--- config.mk ---
export PLATFORM = sky130hd
export DESIGN_NAME = seq_mult_ctrl_flat
export DESIGN_NICKNAME = d
export VERILOG_FILES = /design/src/rtl/seq_mult_ctrl_if.sv /design/src/rtl/seq_mult_ctrl.sv /design/src/flat_wrapper.sv
export SDC_FILE = /design/constraint.sdc
export NUM_CORES = 1
export LEC_CHECK = 0
export ABC_AREA = 1
export CAP_MARGIN = 20
export CORE_UTILIZATION = 40
export DETAILED_ROUTE_END_ITERATION = 7
export GPL_TIMING_DRIVEN = 0
export PLACE_DENSITY = 0.66
export SLEW_MARGIN = 20
export SYNTH_ARGS = -nofsm -noshare
export SYNTH_HDL_FRONTEND = slang
export SYNTH_SLANG_ARGS = --single-unit
--- constraint.sdc ---
create_clock -name clk -period 5.35 [get_ports clk]
set_clock_uncertainty 0.2 [all_clocks]
set_input_delay 0.8025 -clock clk [delete_from_list [all_inputs] [get_ports clk]]
set_output_delay 0.8025 -clock clk [all_outputs]
set_load 0.005 [all_outputs]
--- src/rtl/seq_mult_ctrl_if.sv ---
// Start/done handshake and operand/result bus between a requester and seq_mult_ctrl.
interface seq_mult_ctrl_if #(
   parameter int unsigned W = 8
);
   logic           start;
   logic [W-1:0]   a;
   logic [W-1:0]   b;
   logic           busy;
   logic           done;
   logic [2*W-1:0] product;

   modport master (
      output start, a, b,
      input  busy, done, product
   );

   modport slave (
      input  start, a, b,
      output busy, done, product
   );
endinterface

--- src/rtl/seq_mult_ctrl.sv ---
// Shift-add unsigned multiplier controller: one W-bit adder row reused for W cycles.
// Optional macro EARLY_TERM_EN ends RUN once the remaining multiplier bits are all zero.
module seq_mult_ctrl #(
   parameter int unsigned W = 8
) (
   input  logic           clk,
   input  logic           rst_n,
   seq_mult_ctrl_if.slave bus
);
   localparam int unsigned CW = $clog2(W + 1);

   typedef enum logic [1:0] {StIdle, StRun, StDone} state_e;

   state_e         state_q, state_d;
   logic [W-1:0]   m_q, m_d;
   logic [W-1:0]   acc_q, acc_d;
   logic [W-1:0]   q_q, q_d;
   logic [CW-1:0]  cnt_q, cnt_d;
   logic [2*W-1:0] prod_q, prod_d;

   logic [W:0]     sum;
   logic [W-1:0]   acc_n, q_n;
   logic [2*W-1:0] aligned;
   logic           last;
`ifdef EARLY_TERM_EN
   logic [CW-1:0]  rem;
   logic [W-1:0]   pending;
`endif

   always_ff @(posedge clk or negedge rst_n) begin
      if (!rst_n) begin
         state_q <= StIdle;
         m_q     <= '0;
         acc_q   <= '0;
         q_q     <= '0;
         cnt_q   <= '0;
         prod_q  <= '0;
      end else begin
         state_q <= state_d;
         m_q     <= m_d;
         acc_q   <= acc_d;
         q_q     <= q_d;
         cnt_q   <= cnt_d;
         prod_q  <= prod_d;
      end
   end

   always_comb begin
      state_d = state_q;
      m_d     = m_q;
      acc_d   = acc_q;
      q_d     = q_q;
      cnt_d   = cnt_q;
      prod_d  = prod_q;

      // Masked adder row; the carry-out shifts into ACC so nothing is lost.
      sum   = {1'b0, acc_q} + {1'b0, m_q & {W{q_q[0]}}};
      acc_n = sum[W:1];
      q_n   = {sum[0], q_q[W-1:1]};
`ifdef EARLY_TERM_EN
      rem     = CW'(W - 1) - cnt_q;
      pending = q_n & ({W{1'b1}} >> (cnt_q + CW'(1)));
      last    = (pending == '0);
      aligned = {acc_n, q_n} >> rem;
`else
      last    = (cnt_q == CW'(W - 1));
      aligned = {acc_n, q_n};
`endif

      case (state_q)
         StIdle, StDone: begin
            if (bus.start) begin
               state_d = StRun;
               m_d     = bus.a;
               q_d     = bus.b;
               acc_d   = '0;
               cnt_d   = '0;
            end else begin
               state_d = StIdle;
            end
         end
         StRun: begin
            acc_d = acc_n;
            q_d   = q_n;
            cnt_d = cnt_q + CW'(1);
            if (last) begin
               state_d         = StDone;
               {acc_d, q_d}    = aligned;
               prod_d          = aligned;
            end
         end
         default: state_d = StIdle;
      endcase
   end

   assign bus.busy    = (state_q == StRun);
   assign bus.done    = (state_q == StDone);
   assign bus.product = prod_q;
endmodule
--- src/flat_wrapper.sv ---
// flat-port wrapper written by rule: the top's interface ports become plain ports
module seq_mult_ctrl_flat 
#(
   parameter int unsigned W = 8
)
  (clk, rst_n, bus_start, bus_a, bus_b, bus_busy, bus_done, bus_product);
  seq_mult_ctrl_if #(.W(W)) bus_i ();
  input  logic clk;
  input  logic rst_n;
  input wire logic [$bits(bus_i.start)-1:0] bus_start;
  input wire logic [$bits(bus_i.a)-1:0] bus_a;
  input wire logic [$bits(bus_i.b)-1:0] bus_b;
  output wire logic [$bits(bus_i.busy)-1:0] bus_busy;
  output wire logic [$bits(bus_i.done)-1:0] bus_done;
  output wire logic [$bits(bus_i.product)-1:0] bus_product;
  assign bus_i.start = bus_start;
  assign bus_i.a = bus_a;
  assign bus_i.b = bus_b;
  assign bus_busy = bus_i.busy;
  assign bus_done = bus_i.done;
  assign bus_product = bus_i.product;
  seq_mult_ctrl #(.W(W)) u_core (.clk(clk), .rst_n(rst_n), .bus(bus_i));
endmodule
; Word-level counts from Yosys, hierarchy flattened
; Cells that the tools add are included.
[classes]
muxes = 9
n_reduce_logical = 6
bitwise = 1
n_eq_ne = 5
add_sub_neg = 2
[ops]
columns = cell, count
row1 = case mux 8 bit (2 select lines), 2
row2 = 2-to-1 mux 8 bit, 2
row3 = adder 8 x 8 -> 9 bit, 1
row4 = bitwise AND 8 bit, 1
row5 = case mux 4 bit (2 select lines), 1
row6 = AND reduction 2 bit, 3
row7 = adder 4 x 1 -> 4 bit (second input constant), 1
row8 = equality test 4 x 3 -> 1 bit (second input constant), 1
row9 = 2-to-1 mux 4 bit, 1
row10 = case mux 2 bit (2 select lines), 1
row11 = equality test 2 x 1 -> 1 bit (second input constant), 1
row12 = equality test 2 bit (second input constant), 1
row13 = zero test 2 bit, 1
row14 = 2-to-1 mux 2 bit, 1
row15 = inequality test 2 x 1 -> 1 bit (second input constant), 1
row16 = inequality test 2 bit (second input constant), 1
row17 = nonzero test 2 bit, 1
row18 = OR reduction 2 bit, 1
row19 = 2-to-1 mux 1 bit, 1
[totals]
inputBits = 19
output_inout_bits = 18
word_cells = 29
register_bits = 46

; Longest topological paths before layout
[depth]
depth_word = 4
ltp_mapped = 13
depth_no_buf = 12

; Least setup slack after synthesis
; Ideal clock, no wire load.
[synth_timing]
path_type = reg2reg
from = register u_core.q_q[0]
to = register u_core.acc_q[7]
setup_ns = 0.117
slack_ns = 3.362
stages_incl_launch_ff = 14
arrival_time_ns = 1.671
synth_period_minus_slack_ns = 1.988
required_time_ns = 5.033
path_buffers = 1
path_cell_list = dfrtp_1 -> clkbuf_1 -> nand2_1 -> inv_1 -> ha_1 -> fa_1 -> nand2_1 -> nand2_1 -> nand3_1 -> nand2_1 -> nand2_1 -> nand2_1 -> nand2_1 -> nand2_1
[synth_via]
elab_chain_cells = 3
[synth_rtl]
columns = item, line
row1 = "start, declared", seq_mult_ctrl.sv:17  ; logic [W-1:0] q_q, q_d;
row2 = "start signal, assigned", seq_mult_ctrl.sv:42  ; q_q <= q_d;
row3 = bitwise AND 8 bit, seq_mult_ctrl.sv:57  ; sum = {1'b0, acc_q} + {1'b0, m_q & {W{q_q[0]}}};
row4 = adder 8 x 8 -> 9 bit, seq_mult_ctrl.sv:57
row5 = case mux 8 bit (2 select lines), seq_mult_ctrl.sv:70  ; case (state_q)
row6 = "end signal, assigned", seq_mult_ctrl.sv:34  ; acc_q <= '0;
row7 = "end signal, assigned", seq_mult_ctrl.sv:41  ; acc_q <= acc_d;
row8 = "end, declared", seq_mult_ctrl.sv:16  ; logic [W-1:0] acc_q, acc_d;
; No other way between the ends.
; A chain may end at the register's enable or synchronous reset.

; Worst setup path in the final report
[layout_timing]
from = register u_core.state_q[1]
to = output bus_busy
[layout_via]
elab_chain_cells = 1
[layout_rtl]
columns = item, line
row1 = "start, declared", seq_mult_ctrl.sv:14  ; state_e state_q, state_d;
row2 = "start signal, assigned", seq_mult_ctrl.sv:32  ; state_q <= StIdle;
row3 = "start signal, assigned", seq_mult_ctrl.sv:39  ; state_q <= state_d;
row4 = equality test 2 x 1 -> 1 bit, seq_mult_ctrl.sv:96  ; assign bus.busy = (state_q == StRun);
row5 = "end, declared", flat_wrapper.sv:13  ; output wire logic [$bits(bus_i.busy)-1:0] bus_busy;
; No other way between the ends.

==> results by group <==
Timing
  • Final Hold Fails: 0
  • RSZ-0062 raised after global routing: no
  • Hold slack: 0.269 ns
  • Max Clock Freq: 385 MHz
  • Max-slew headroom: 0.659
  • Total negative slack: 0 ns
  • Slew Viols, Final: 0
  • Slew of the pin with the lowest slew margin: 0.511 ns
  • Final min period: 2.60 ns
  • Period Utilization, post-route: 0.485
  • Endpoints failing setup: 0

Worst setup path
  • Crit Path Max Fanout: 10
  • Max incr delay on CP: 0.54 ns
  • Critical Path AT: 1.59 ns
  • Required @ worst endpoint: 4.35 ns
  • Crit path max-delay family: buffers and inverters
  • CP startpoint kind: flop
  • Critical path buffer and inverter count: 3
  • Critical path cell sequence: inv_1 > nand2_4 > inv_2 > clkdlybuf4s50_1
  • Slowest cell on the critical path: clkdlybuf4s50_1
  • CP Class: flop to output port
  • Crit path capture type: output port

Global route
  • Largest net degree at the start of global routing: 26
  • First-pass GRT wire length: 7870 um
  • Vias in the first global route: 1,822
  • Global Route Usage Sum: 0.164
  • Initial antenna violation count: 0
  • Global route total overflow: 0

Detailed routing
  • Final wirelength: 4330 um
  • Violation count after the first detailed-route iteration: 141
  • Vias: 1,747
  • Via density: 4.77
  • DR WL/cell: 11.8 um
  • Pre-antenna DRT Iters: 4
  • Antenna-violating nets left: 0
  • DRC viols: 0

Logic synthesis
  • Post-Syn Nets: 279
  • Complex-gate fraction of the synthesized area: 0.0932
  • Mapped Cells: 250
  • Synth Register Bits: 46
  • Post-synthesis mux area share: 0.0388
  • Simple-gate portion of the synthesized area: 0.226
  • Post-Synth XOR/XNOR Area: 0.00377
  • Distinct cells, synth: 29
  • Cell Area, Synth: 2320 um2
  • Yosys warning count: 0
  • Largest family of logic cells by synthesized area: simple AND/OR/NAND/NOR gates
  • Seq/Total Area, Yosys: 0.496
  • Syn_area_per_cell: 9.29 um2
  • Adder-Cell Fraction of Synth Area: 0.0571

Power
  • Combinational Power Share: 0.512
  • Clk pwr share: 0.127
  • Cell internal pwr: 1.01 mW
  • Sequential Power Share: 0.360
  • Maximum VDD drop: 0.190 mV
  • PwrDens: 582 nW/um2
  • LEAKAGE: 1.47 nW
  • Net switching share of the total power: 0.394
  • Psw: 657 uW

Clock network
  • CTS tree: yes
  • Post_cts resized: 0
  • Worst-Skew Late Latency: 0.29 ns
  • Num CTS Buffers: 5
  • Longest Clk Path Bufs: 2
  • Htree depth: 2
  • Register clock-pin slew on the reported worst setup and hold paths: 0.08 ns
  • Setup Fix Bufs, Post-CTS: 0
  • Hold_buf cts: 0
  • TritonCTS sink count: 46
  • CTS root buf: clkbuf_8

Place
  • IO buf count: 35
  • Final HPWL DP: 3350 um
  • Placed Area: 2780 um2
  • GPL Wtd Cong: 0.799

Min path
  • Worst Hold Class: primary input to asynchronous set/reset pin

Die
  • Initial Utilization: 0.419
  • Core area: 5540 um2
  • Die ar.: 6110 um2
  • Die Span Y: 78.2 um
  • I/O pins: 37
  • Rows: 27
  • Die Wd: 78.2 um

Cells and area
  • NumNets Final: 322
  • Most frequent cells in the layout: 71 x nand2_1, 46 x dfrtp_1, 34 x clkdlybuf4s50_1
  • Fill cell total of the finished layout: 539
  • Commonest non-fill, non-tap cell in the layout: nand2_1
  • Design Area, Final: 2870 um2
  • Share of cells above drive strength 1: 0.156
  • Area Growth Syn to Fin: 23.5%
  • ANT cells: 0

Run status
  • Status: complete, no violations

Job
  • Max-Cap Viols: 0
stage by stage:
| stage | cells | util | setup slack (ns) | power (mW) |
|---|---|---|---|---|
| after global placement | 357 | 0.499 | 2.01 | 1.44 |
| after CTS | 366 | 0.518 | 2.73 | 1.70 |
| after floorplan | 250 | - | 3.36 | 1.19 |
| after global routing | 366 | 0.518 | 2.65 | 1.84 |
| final | 366 | 0.518 | 2.75 | 1.67 |
| after detailed placement | 358 | 0.501 | 3.08 | 1.48 |
layer usage:
metal / global-route usage / part of all wire / vias up
li1: - / - / 897
met1: 0.213 / 0.47 / 808
met2: 0.267 / 0.47 / 37
met3: 0.0349 / 0.038 / 5
met4: 0.0648 / 0.016 / 0
met5: 0 / 0 / -
kinds of logic (layout without fill, tap and decap cells):
family / after synthesis / in the layout
DFF: 46 / 46
muxes: 8 / 8
AOI/OAI and AO/OA: 29 / 29
and+or+nand+nor: 115 / 115
adders and majority gates: 10 / 10
xor gates and xnor gates: 1 / 1
buffers and inverters: 41 / 85
sequential cells by signal, summed over array words and instances, names as in the netlist:
register / count
u_core.state_q: 2
u_core.bus.product: 16
u_core.q_q: 8
u_core.m_q: 8
u_core.acc_q: 8
u_core.cnt_q: 4
worst paths after layout:
check / start / to / slack (ns) / cells after the start
worst max-delay path: u_core.state_q[1] / bus_busy / 2.75 / 4
worst min-delay path: rst_n / u_core.cnt_q[2] / 0.27 / 1
worst max register to register: u_core.q_q[0] / u_core.bus.product[15] / 3.11 / 13
worst min register to register: u_core.cnt_q[3] / u_core.cnt_q[3] / 0.27 / 1
max in group asynchronous: rst_n / u_core.bus.product[11] / 4.17 / 2
min in group clk: u_core.cnt_q[3] / u_core.cnt_q[3] / 0.27 / 1
cells in the mapped netlist:
library cell / instances / area [um2]
buf_12: 1 / 20.0
buf_2: 1 / 5.00
nand3_1: 25 / 125
inv_6: 1 / 8.76
o211ai_1: 2 / 15.0
or2_2: 1 / 6.26
clkbuf_1: 2 / 7.51
nand2_1: 71 / 267
ha_1: 9 / 113
nand2_4: 3 / 33.8
mux2_2: 8 / 90.1
inv_2: 4 / 15.0
xor2_1: 1 / 8.76
o21ai_0: 2 / 10.0
nand3b_1: 2 / 15.0
a21oi_1: 6 / 30.0
nand2_2: 5 / 31.3
dfrtp_1: 46 / 1150
a31oi_1: 1 / 6.26
inv_1: 29 / 109
fa_1: 1 / 20.0
o21ai_2: 9 / 78.8
nor2_8: 1 / 20.0
a22o_1: 1 / 8.76
o221ai_1: 6 / 52.6
buf_6: 3 / 33.8
nor2_1: 7 / 26.3
o31ai_1: 1 / 7.51
a21o_1: 1 / 7.51
power groups by stage:
| stage | clock (mW) | sequential, mW | combinational (mW) |
|---|---|---|---|
| finish | 0.213 | 0.602 | 0.855 |
| global route | 0.234 | 0.627 | 0.983 |
| CTS | 0.222 | 0.604 | 0.870 |
| detailed placement | 0 | 0.610 | 0.866 |
| global placement | 0 | 0.603 | 0.841 |
| floorplan | 0 | 0.602 | 0.586 |
layout make-up:
| class | count | area [um2] | share of cell area |
|---|---|---|---|
| Sequential cell | 46 | 1150 | 0.401 |
| Multi-Input combinational cell | 163 | 972 | 0.339 |
| Timing Repair Buffer | 36 | 365 | 0.127 |
| Inverter | 34 | 133 | 0.0462 |
| Tap cell | 72 | 90.1 | 0.0314 |
| Clock buffer | 7 | 86.3 | 0.0301 |
| Buffer | 7 | 66.3 | 0.0231 |
| Clock inverter | 1 | 5.00 | 0.00174 |
worst reg2reg max path: stages, from the launching register on:
cell and delay (ns):
dfrtp_1 0.37, clkbuf_1 0.21, nand2_1 0.10, inv_1 0.05
ha_1 0.20, fa_1 0.40, nand2_1 0.09, nand2_1 0.08
nand3_1 0.10, nand2_1 0.08, nand2_1 0.06, nand2_1 0.06
nand2_1 0.07, nand2_1 0.05
(Power assumes the default switching activity.)
